## src/rtl/tape_adc_frontend.sv

```systemverilog
// Tape-input front end: SPI master for an ADC128S022-style ADC, frame averaging, and a hysteresis slicer for the ULA EAR bit.
// Optional feature macro TAPE_DC_TRACK_EN: the slicer midpoint follows the tape's DC level through an IIR tracker.
module tape_adc_frontend #(
    parameter int ADC_BITS    = 12,
    parameter int CLK_DIV     = 4,
    parameter int AVG_LOG2    = 2,
    parameter int HYST        = 64,
    parameter int LOSS_FRAMES = 4096,
    parameter int DC_SHIFT    = 6
) (
    input  logic                clk,
    input  logic                rst,
    input  logic [2:0]          ch_sel,
    input  logic                din,
    output logic                dout,
    output logic                dclk,
    output logic                dcsn,
    output logic [ADC_BITS-1:0] sample,
    output logic                sample_vld,
    output logic                ear,
    output logic                sig_lost
);
    // dcsn stays high for two dclk periods between frames, giving 36*CLK_DIV+1 clk per frame
    localparam int IDLE_CLKS = 4 * CLK_DIV;
    localparam int DW        = $clog2(IDLE_CLKS);
    localparam int ACC_W     = ADC_BITS + AVG_LOG2;
    localparam int FW        = (AVG_LOG2 > 0) ? AVG_LOG2 : 1;
    localparam int LW        = $clog2(LOSS_FRAMES + 1);
    localparam int CODE_MAX  = (1 << ADC_BITS) - 1;
    localparam int MID       = 1 << (ADC_BITS - 1);

    typedef enum logic [1:0] {
        IDLE  = 2'd0,
        FRAME = 2'd1,
        DONE  = 2'd2
    } state_t;

    state_t              state;
    logic [DW-1:0]       div_cnt;
    logic [3:0]          cyc;
    logic [2:0]          ch_q;
    logic [ADC_BITS-1:0] shreg;
    logic [ACC_W-1:0]    acc;
    logic [ACC_W-1:0]    acc_sum;
    logic [FW-1:0]       frame_cnt;
    logic [LW-1:0]       loss_cnt;
    logic [ADC_BITS-1:0] mid;
    logic [ADC_BITS-1:0] hi;
    logic [ADC_BITS-1:0] lo;
    logic                ear_next;
    int                  hi_i;
    int                  lo_i;

`ifdef TAPE_DC_TRACK_EN
    localparam int MW = ADC_BITS + DC_SHIFT;
    logic [MW-1:0]       mid_acc;
    logic signed [MW:0]  mid_diff;
    logic signed [MW:0]  mid_step;
`endif

    // Channel address bits ride on dclk cycles 2..4, MSB first
    function automatic logic dout_bit(input logic [3:0] c, input logic [2:0] ch);
        case (c)
            4'd2:    dout_bit = ch[2];
            4'd3:    dout_bit = ch[1];
            4'd4:    dout_bit = ch[0];
            default: dout_bit = 1'b0;
        endcase
    endfunction

    // Running sum of the current frame's raw result into the accumulator
    always_comb begin
        acc_sum = acc + ACC_W'(shreg);
    end

    // SPI frame sequencer and frame averaging
    always_ff @(posedge clk or posedge rst) begin
        if (rst) begin
            state      <= IDLE;
            div_cnt    <= '0;
            cyc        <= 4'd0;
            ch_q       <= 3'd0;
            shreg      <= '0;
            acc        <= '0;
            frame_cnt  <= '0;
            dcsn       <= 1'b1;
            dclk       <= 1'b1;
            dout       <= 1'b0;
            sample     <= '0;
            sample_vld <= 1'b0;
        end else begin
            sample_vld <= 1'b0;
            case (state)
                IDLE: begin
                    dcsn <= 1'b1;
                    dclk <= 1'b1;
                    dout <= 1'b0;
                    if (div_cnt == DW'(IDLE_CLKS - 1)) begin
                        div_cnt <= '0;
                        cyc     <= 4'd0;
                        state   <= FRAME;
                        dcsn    <= 1'b0;
                        dclk    <= 1'b0;
                        ch_q    <= ch_sel;
                        // Averaging across a channel switch would mix unrelated signals
                        if (ch_sel != ch_q) begin
                            acc       <= '0;
                            frame_cnt <= '0;
                        end
                    end else begin
                        div_cnt <= div_cnt + DW'(1);
                    end
                end
                FRAME: begin
                    if (div_cnt == DW'(CLK_DIV - 1)) begin
                        div_cnt <= '0;
                        if (!dclk) begin
                            dclk <= 1'b1;
                            if (cyc >= 4'd4) begin
                                shreg <= {shreg[ADC_BITS-2:0], din};
                            end
                        end else if (cyc == 4'd15) begin
                            state <= DONE;
                            dcsn  <= 1'b1;
                            dout  <= 1'b0;
                        end else begin
                            dclk <= 1'b0;
                            cyc  <= cyc + 4'd1;
                            dout <= dout_bit(cyc + 4'd1, ch_q);
                        end
                    end else begin
                        div_cnt <= div_cnt + DW'(1);
                    end
                end
                DONE: begin
                    dcsn    <= 1'b1;
                    dclk    <= 1'b1;
                    dout    <= 1'b0;
                    state   <= IDLE;
                    div_cnt <= '0;
                    if (frame_cnt == FW'((1 << AVG_LOG2) - 1)) begin
                        sample     <= ADC_BITS'(acc_sum >> AVG_LOG2);
                        sample_vld <= 1'b1;
                        acc        <= '0;
                        frame_cnt  <= '0;
                    end else begin
                        acc       <= acc_sum;
                        frame_cnt <= frame_cnt + FW'(1);
                    end
                end
                default: begin
                    state   <= IDLE;
                    div_cnt <= '0;
                    dcsn    <= 1'b1;
                    dclk    <= 1'b1;
                    dout    <= 1'b0;
                end
            endcase
        end
    end

    // Slicer thresholds, saturated to the code range, and the next EAR level
    always_comb begin
`ifdef TAPE_DC_TRACK_EN
        mid      = mid_acc[MW-1:DC_SHIFT];
        mid_diff = $signed({1'b0, sample, {DC_SHIFT{1'b0}}}) - $signed({1'b0, mid_acc});
        mid_step = mid_diff >>> DC_SHIFT;
`else
        mid = ADC_BITS'(MID);
`endif
        hi_i = int'(mid) + HYST;
        lo_i = int'(mid) - HYST;
        if (hi_i > CODE_MAX) begin
            hi = ADC_BITS'(CODE_MAX);
        end else begin
            hi = ADC_BITS'(hi_i);
        end
        if (lo_i < 0) begin
            lo = '0;
        end else begin
            lo = ADC_BITS'(lo_i);
        end
        if (sample > hi) begin
            ear_next = 1'b1;
        end else if (sample < lo) begin
            ear_next = 1'b0;
        end else begin
            ear_next = ear;
        end
    end

    // EAR register, loss-of-signal counter and optional midpoint tracker
    always_ff @(posedge clk or posedge rst) begin
        if (rst) begin
            ear      <= 1'b0;
            sig_lost <= 1'b1;
            loss_cnt <= '0;
`ifdef TAPE_DC_TRACK_EN
            mid_acc  <= MW'(MID) << DC_SHIFT;
`endif
        end else if (sample_vld) begin
            if (ear_next != ear) begin
                ear      <= ear_next;
                loss_cnt <= '0;
                sig_lost <= 1'b0;
            end else if (loss_cnt == LW'(LOSS_FRAMES)) begin
                sig_lost <= 1'b1;
            end else begin
                loss_cnt <= loss_cnt + LW'(1);
                sig_lost <= (loss_cnt == LW'(LOSS_FRAMES - 1));
            end
`ifdef TAPE_DC_TRACK_EN
            mid_acc <= mid_acc + mid_step[MW-1:0];
`endif
        end else begin
            sig_lost <= sig_lost;
        end
    end

endmodule
```

## config.mk

```make
export PLATFORM = sky130hd
export DESIGN_NAME = tape_adc_frontend
export DESIGN_NICKNAME = d
export VERILOG_FILES = /design/src/rtl/tape_adc_frontend.sv
export SDC_FILE = /design/constraint.sdc
export NUM_CORES = 1
export LEC_CHECK = 0
export CORE_MARGIN = 3
export CORE_UTILIZATION = 35
export CTS_CLUSTER_DIAMETER = 150
export DETAILED_ROUTE_END_ITERATION = 6
export PLACE_DENSITY = 0.51
export SETUP_SLACK_MARGIN = 0.05
export SLEW_MARGIN = 25
export SYNTH_ARGS = -nofsm -noshare
export SYNTH_HDL_FRONTEND = slang
export SYNTH_SLANG_ARGS = --single-unit
```

## constraint.sdc

```tcl
create_clock -name clk -period 2.9 [get_ports clk]
set_input_delay 0.87 -clock clk [delete_from_list [all_inputs] [get_ports clk]]
set_output_delay 0.87 -clock clk [all_outputs]
set_load 0.005 [all_outputs]
```

==> metrics.cfg, run 1 <==
[sta]
worst_pin_slew_ps=743
setup_tns_ps=0
grt_setup_unrepaired=false
slew_violations=0
setup_viol=0
max_freq_mhz=430
min_period_over_period=0.801
whs_ps=467
max-slew-margin-rel=0.501
finalHoldViolations=0
layout_min_cycle_time_ps=2320
skew_ps=11.5
finalWorstSetupSlack_ps=577

[clocking]
cts_root_buf=clkbuf_8
clk_pin_slew_ps=80
clk_latency_ps=350
htree_levels=3
cts_tree=yes
cts-resized-gates=0
clock_tree.buffer_depth=2
cts.sinks=72
post-cts-setup-buffers=0
cts-hold-fix-buffers=0
cts_inserted_buffers=9

[worst_setup_path]
crit_family=flip-flops
crit_arrival_ps=1450
cp_slowest_stage_delay_ps=590
required_ps=2030
crit_slowest_cell=dfstp_2
crit_path_end_kind=primary output
path_cells=clkdlybuf4s50_1
critical_path_class=reg -> out
start_kind=register
cp_max_fo=5
crit_buf_inv=1

[pwr]
ir_worst_vdd_mv=0.271
cellLeakagePower_nw=2.07
power.density_mw_per_mm2=420
power.total_mw=1.89

[run_status]
status=finished clean

[synth]
synth_top_family_by_area=compound AO/OA/AOI/OAI gates
syn-mean-instance-area_um2=10.4
synth-edff-count=0
ys.warnings.count=0
yosysUniqueCellTypes=61
synthXorXnorAreaFrac=0.0363
async_reset_ff_frac=1.00
synth_cells=370
synth_flop_cell=dfrtp_1
synth_area_mm2=0.00386
synthMuxAreaShare=0.0664
yosysMostFrequentCell=dfrtp_1
synth_nets=396
synth_compound_area_frac=0.179
synth-simple-area-share=0.156
synth_area_leaders=dfrtp_1 45%, ha_1 6.2%, mux2_2 6.1%
ys_ff_latch=72
synth_fa_ha_area_frac=0.0667
ys_top_cells_by_count=69 x dfrtp_1, 30 x nand2_1, 26 x nor2_1, 21 x mux2_2, 19 x ha_1
netlist.area_leader.share=0.447
synth_top_area_cell=dfrtp_1
ys_seq_area_frac=0.467

[layout]
diodes=0
ff_latch_area_mm2=0.00181
post-route-util=0.428
multiInputGateArea_mm2=0.00196
syn_to_final_growth_pct=16.4
fin_area_mm2=0.00449
final_cells=542
layout-drive-gt1-share=0.140
fin_nets=427
fillers=1011

[job]
drv_cap=0

[place]
place_area_mm2=0.00430
place_hpwl_um=5460
place_ws_ps=462
place_congestion=0.772
placed_cells=526
portBuffers=23

[detailed_routing]
wire_per_inst_um=14.6
dr.pass1.iters=4
wirelength_um=7930
drcViolationCount=0
num_vias=2861
drtAntennaViolNets=0
vias_per_cell=5.28
drtIter0Drc=102

[min_path]
hp-class=reg -> reg

[grt]
grt_pass1_vias=2904
grt_util_all_layers=0.139
grt_max_degree=73
antenna_found_initial=0
grt_overflow=0
grt_pass1_wl_um=14100

[floorplan]
coreArea_mm2=0.0105
initial_core_util=0.368
dieWidth_um=111
die-area_mm2=0.0123
row_count=37
num_io_pins=24
die_y_um=111

## layout by cell type, fill, tap and decap left out, types with 10 or more instances in the layout
cell             count
ha_1                19
nand3_1             13
nand2_1             30
clkdlybuf4s50_1     23
a21oi_1             17
a22o_1              12
o21ai_0             16
inv_1               16
clkbuf_8            11
xnor2_1             10
nor2_1              26
dfrtp_1             69
mux2_2              21
## layout make-up
type / instances / area share
Clock buffer: 13 / 0.0354
Clock inverter: 3 / 0.00891
Inverter: 17 / 0.0142
Multi-Input combinational cell: 272 / 0.435
Sequential cell: 72 / 0.402
Tap cell: 136 / 0.0379
Timing Repair Buffer: 29 / 0.0668
## final timing paths
| kind | startpoint | to | slack [ps] | depth (start not counted) |
|---|---|---|---|---|
| max | dclk | dclk | 580 | 1 |
| min | div_cnt[0] | div_cnt[0] | 470 | 1 |
| max reg2reg | shreg[0] | sample[10] | 620 | 9 |
| min reg2reg | div_cnt[0] | div_cnt[0] | 470 | 1 |
| max in group asynchronous | rst | dclk | 1640 | 3 |
| min in group asynchronous | rst | acc[7] | 930 | 3 |
## cell families (layout without fill, tap and decap cells)
kind of cell,Yosys count,in the layout
compound gates,94,94
xor+xnor,16,16
fa+ha+maj,20,20
simple gates,119,119
buf+inv,26,62
flops,72,72
mux,23,23
## power by group
part	switching, mW	leakage (nW)	internal [mW]
combinational	0.0331	0.999	0.0209
clock	0.371	0.103	0.443
sequential	0.00684	0.969	1.01
## flip-flops by register name (all words and copies together) (netlist names)
name / cells
acc: 14
ear: 1
ch_q: 3
loss_cnt: 13
dout: 1
sample: 12
state: 2
shreg: 12
dcsn: 1
sample_vld: 1
div_cnt: 4
sig_lost: 1
frame_cnt: 2
cyc: 4
dclk: 1
## per-layer routing
layer,global-route usage,wire length [µm]
met2,0.206,3390
met5,0,0
met1,0.196,4040
met4,0.0511,131
met3,0.0366,363
Note: power is estimated with default switching activity, not from simulation.
==> run 2: changes to the inputs <==
--- a/config.mk
+++ b/config.mk
@@ -9,7 +9,7 @@
 export CORE_UTILIZATION = 35
 export CTS_CLUSTER_DIAMETER = 150
 export DETAILED_ROUTE_END_ITERATION = 6
-export PLACE_DENSITY = 0.51
+export PLACE_DENSITY = 0.53
 export SETUP_SLACK_MARGIN = 0.05
 export SLEW_MARGIN = 25
 export SYNTH_ARGS = -nofsm -noshare
==> constraint.sdc (replaced) <==
create_clock -name clk -period 2 [get_ports clk]
set_input_delay 0.6 -clock clk [delete_from_list [all_inputs] [get_ports clk]]
set_output_delay 0.6 -clock clk [all_outputs]
set_load 0.005 [all_outputs]
==> run 2 against run 1 <==
Compared with the run above: the run now ends with negative setup slack left; design area rose by 13%; count of clock-buffer cells in the layout down 2; sequential cell count unchanged; critical endpoint is now acc[8]; sequential share of layout area fell by 4.6 points; global-route usage grew 0.66 points; combinational power is 65% higher; sequential power up 45%; worst hold slack got worse by 5.1 ps; setup slack got worse by 780 ps; largest cell class unchanged; clock skew shrank 4.6 ps.
==> metrics.cfg, run 2 (synthesis results as in run 1) <==
[grt]
antenna_found_initial=0
grt_pass1_wl_um=14700
grt_pass1_vias=3028
grt_max_degree=73
grt_util_all_layers=0.146
grt_overflow=0

[detailed_routing]
dr.pass1.iters=4
num_vias=3061
drtIter0Drc=88
drtAntennaViolNets=0
wirelength_um=8690
wire_per_inst_um=14.7
vias_per_cell=5.17
drcViolationCount=0

[layout]
largest_register=acc
final_common_cell=dfrtp_1
fin_nets=477
final_cell_mix=69 x dfrtp_1, 49 x buf_4, 30 x nand2_1
post-route-util=0.484
fillers=970
diodes=0
largest_register_ffs=14
top_regs=acc (14), loss_cnt (13)
syn_to_final_growth_pct=31.6
layout-drive-gt1-share=0.314

[job]
drv_cap=0

[floorplan]
dieWidth_um=111
num_io_pins=24
die_y_um=111
coreArea_mm2=0.0105
die-area_mm2=0.0123
row_count=37
initial_core_util=0.368

[worst_setup_path]
cp_max_fo=4
crit_path_end_kind=register
crit_arrival_ps=2490
critical_path_class=reg -> reg
start_kind=register
required_ps=2290

[sta]
max-slew-margin-rel=0.739
layout_min_cycle_time_ps=2200
min_period_over_period=1.10
setup_viol=13
finalHoldViolations=0
grt_setup_unrepaired=true
skew_ps=6.99
finalWorstSetupSlack_ps=-201
worst_pin_slew_ps=387
slew_violations=0
max_freq_mhz=454

[pwr]
ir_worst_vdd_mv=0.255
pwr-share-comb=0.035
power.total_mw=2.54
pwr-share-clk=0.383
power.density_mw_per_mm2=500
cellLeakagePower_nw=2.38
seq_power_share=0.582
intPower_mw=1.94
switching_share=0.235
switchingPower_mw=0.596

[place]
place_congestion=0.818
portBuffers=23
place_ws_ps=-166
place_hpwl_um=5830

[clocking]
clk_pin_slew_ps=80
clock_tree.buffer_depth=2
cts.sinks=72
cts_inserted_buffers=9
cts_tree=yes
cts_root_buf=clkbuf_8
clk_latency_ps=340
cts-hold-fix-buffers=0
htree_levels=3

[run_status]
violations=negative setup slack
status=finished with violations

[min_path]
hp-class=reg -> reg

-- run 2: final timing paths --
| path | from | endpoint | slack (ps) | cells after the start |
|---|---|---|---|---|
| max in group asynchronous | rst | sig_lost | 960 | 3 |
| min | div_cnt[0] | div_cnt[0] | 460 | 1 |
| max reg2reg | shreg[0] | acc[8] | -200 | 9 |
| min reg2reg | div_cnt[0] | div_cnt[0] | 460 | 1 |
| max | shreg[0] | acc[8] | -200 | 9 |
| min in group asynchronous | rst | ch_q[2] | 700 | 3 |
-- run 2: power groups by stage --
stage / registers, mW / clock network [mW] / logic [mW]
after floorplan: 1.50 / 0 / 0.0496
after global routing: 1.48 / 1.08 / 0.102
after CTS: 1.48 / 1.02 / 0.0903
after global placement: 1.50 / 0 / 0.0847
final: 1.48 / 0.974 / 0.0892
after detailed placement: 1.50 / 0 / 0.0850
-- run 2: worst max-delay path, stage by stage, from the launching register on --
cell and delay, ps:
dfrtp_1 390, ha_2 200, inv_2 50, fa_2 200, nor2b_2 50, o31a_1 290
o21a_1 210, o21a_1 200, or4_1 470, nand3_1 90
-- run 2: timing repair --
item                                    in CTS  in global routing
setup buffers                                7                  8
pin swaps                                   16                 21
gates cloned                                 1                  0
resized for setup                           28                 33
endpoints found under the setup margin      34                 43
-- run 2: metal layers --
| metal | vias to the layer above | track usage | part of all wire |
|---|---|---|---|
| met5 | - | 0 | 0 |
| met4 | 0 | 0.0608 | 0.016 |
| met3 | 12 | 0.0257 | 0.032 |
| met2 | 48 | 0.222 | 0.44 |
| met1 | 1481 | 0.205 | 0.52 |
| li1 | 1520 | - | - |
-- run 2: final cells by class --
type | count | area [µm²] | area share
clock inverter | 5 | 25.0 | 0.00492
clock buffer | 11 | 131 | 0.0258
sequential | 72 | 1810 | 0.355
timing repair buffer | 79 | 687 | 0.135
multi-input combinational | 272 | 2200 | 0.432
inverter | 17 | 67.6 | 0.0133
tap | 136 | 170 | 0.0335
-- run 2: per-stage QoR --
step / hold slack (ps) / TNS, ps / cells / instance area (µm²)
after floorplan: 430 / -330 / 370 / 3900
after global placement: 456 / -2350 / 560 / 4570
after detailed placement: 454 / -3020 / 560 / 4570
after CTS: 466 / -1130 / 584 / 4880
after global routing: 493 / -2810 / 592 / 5080
final: 462 / -1140 / 592 / 5080
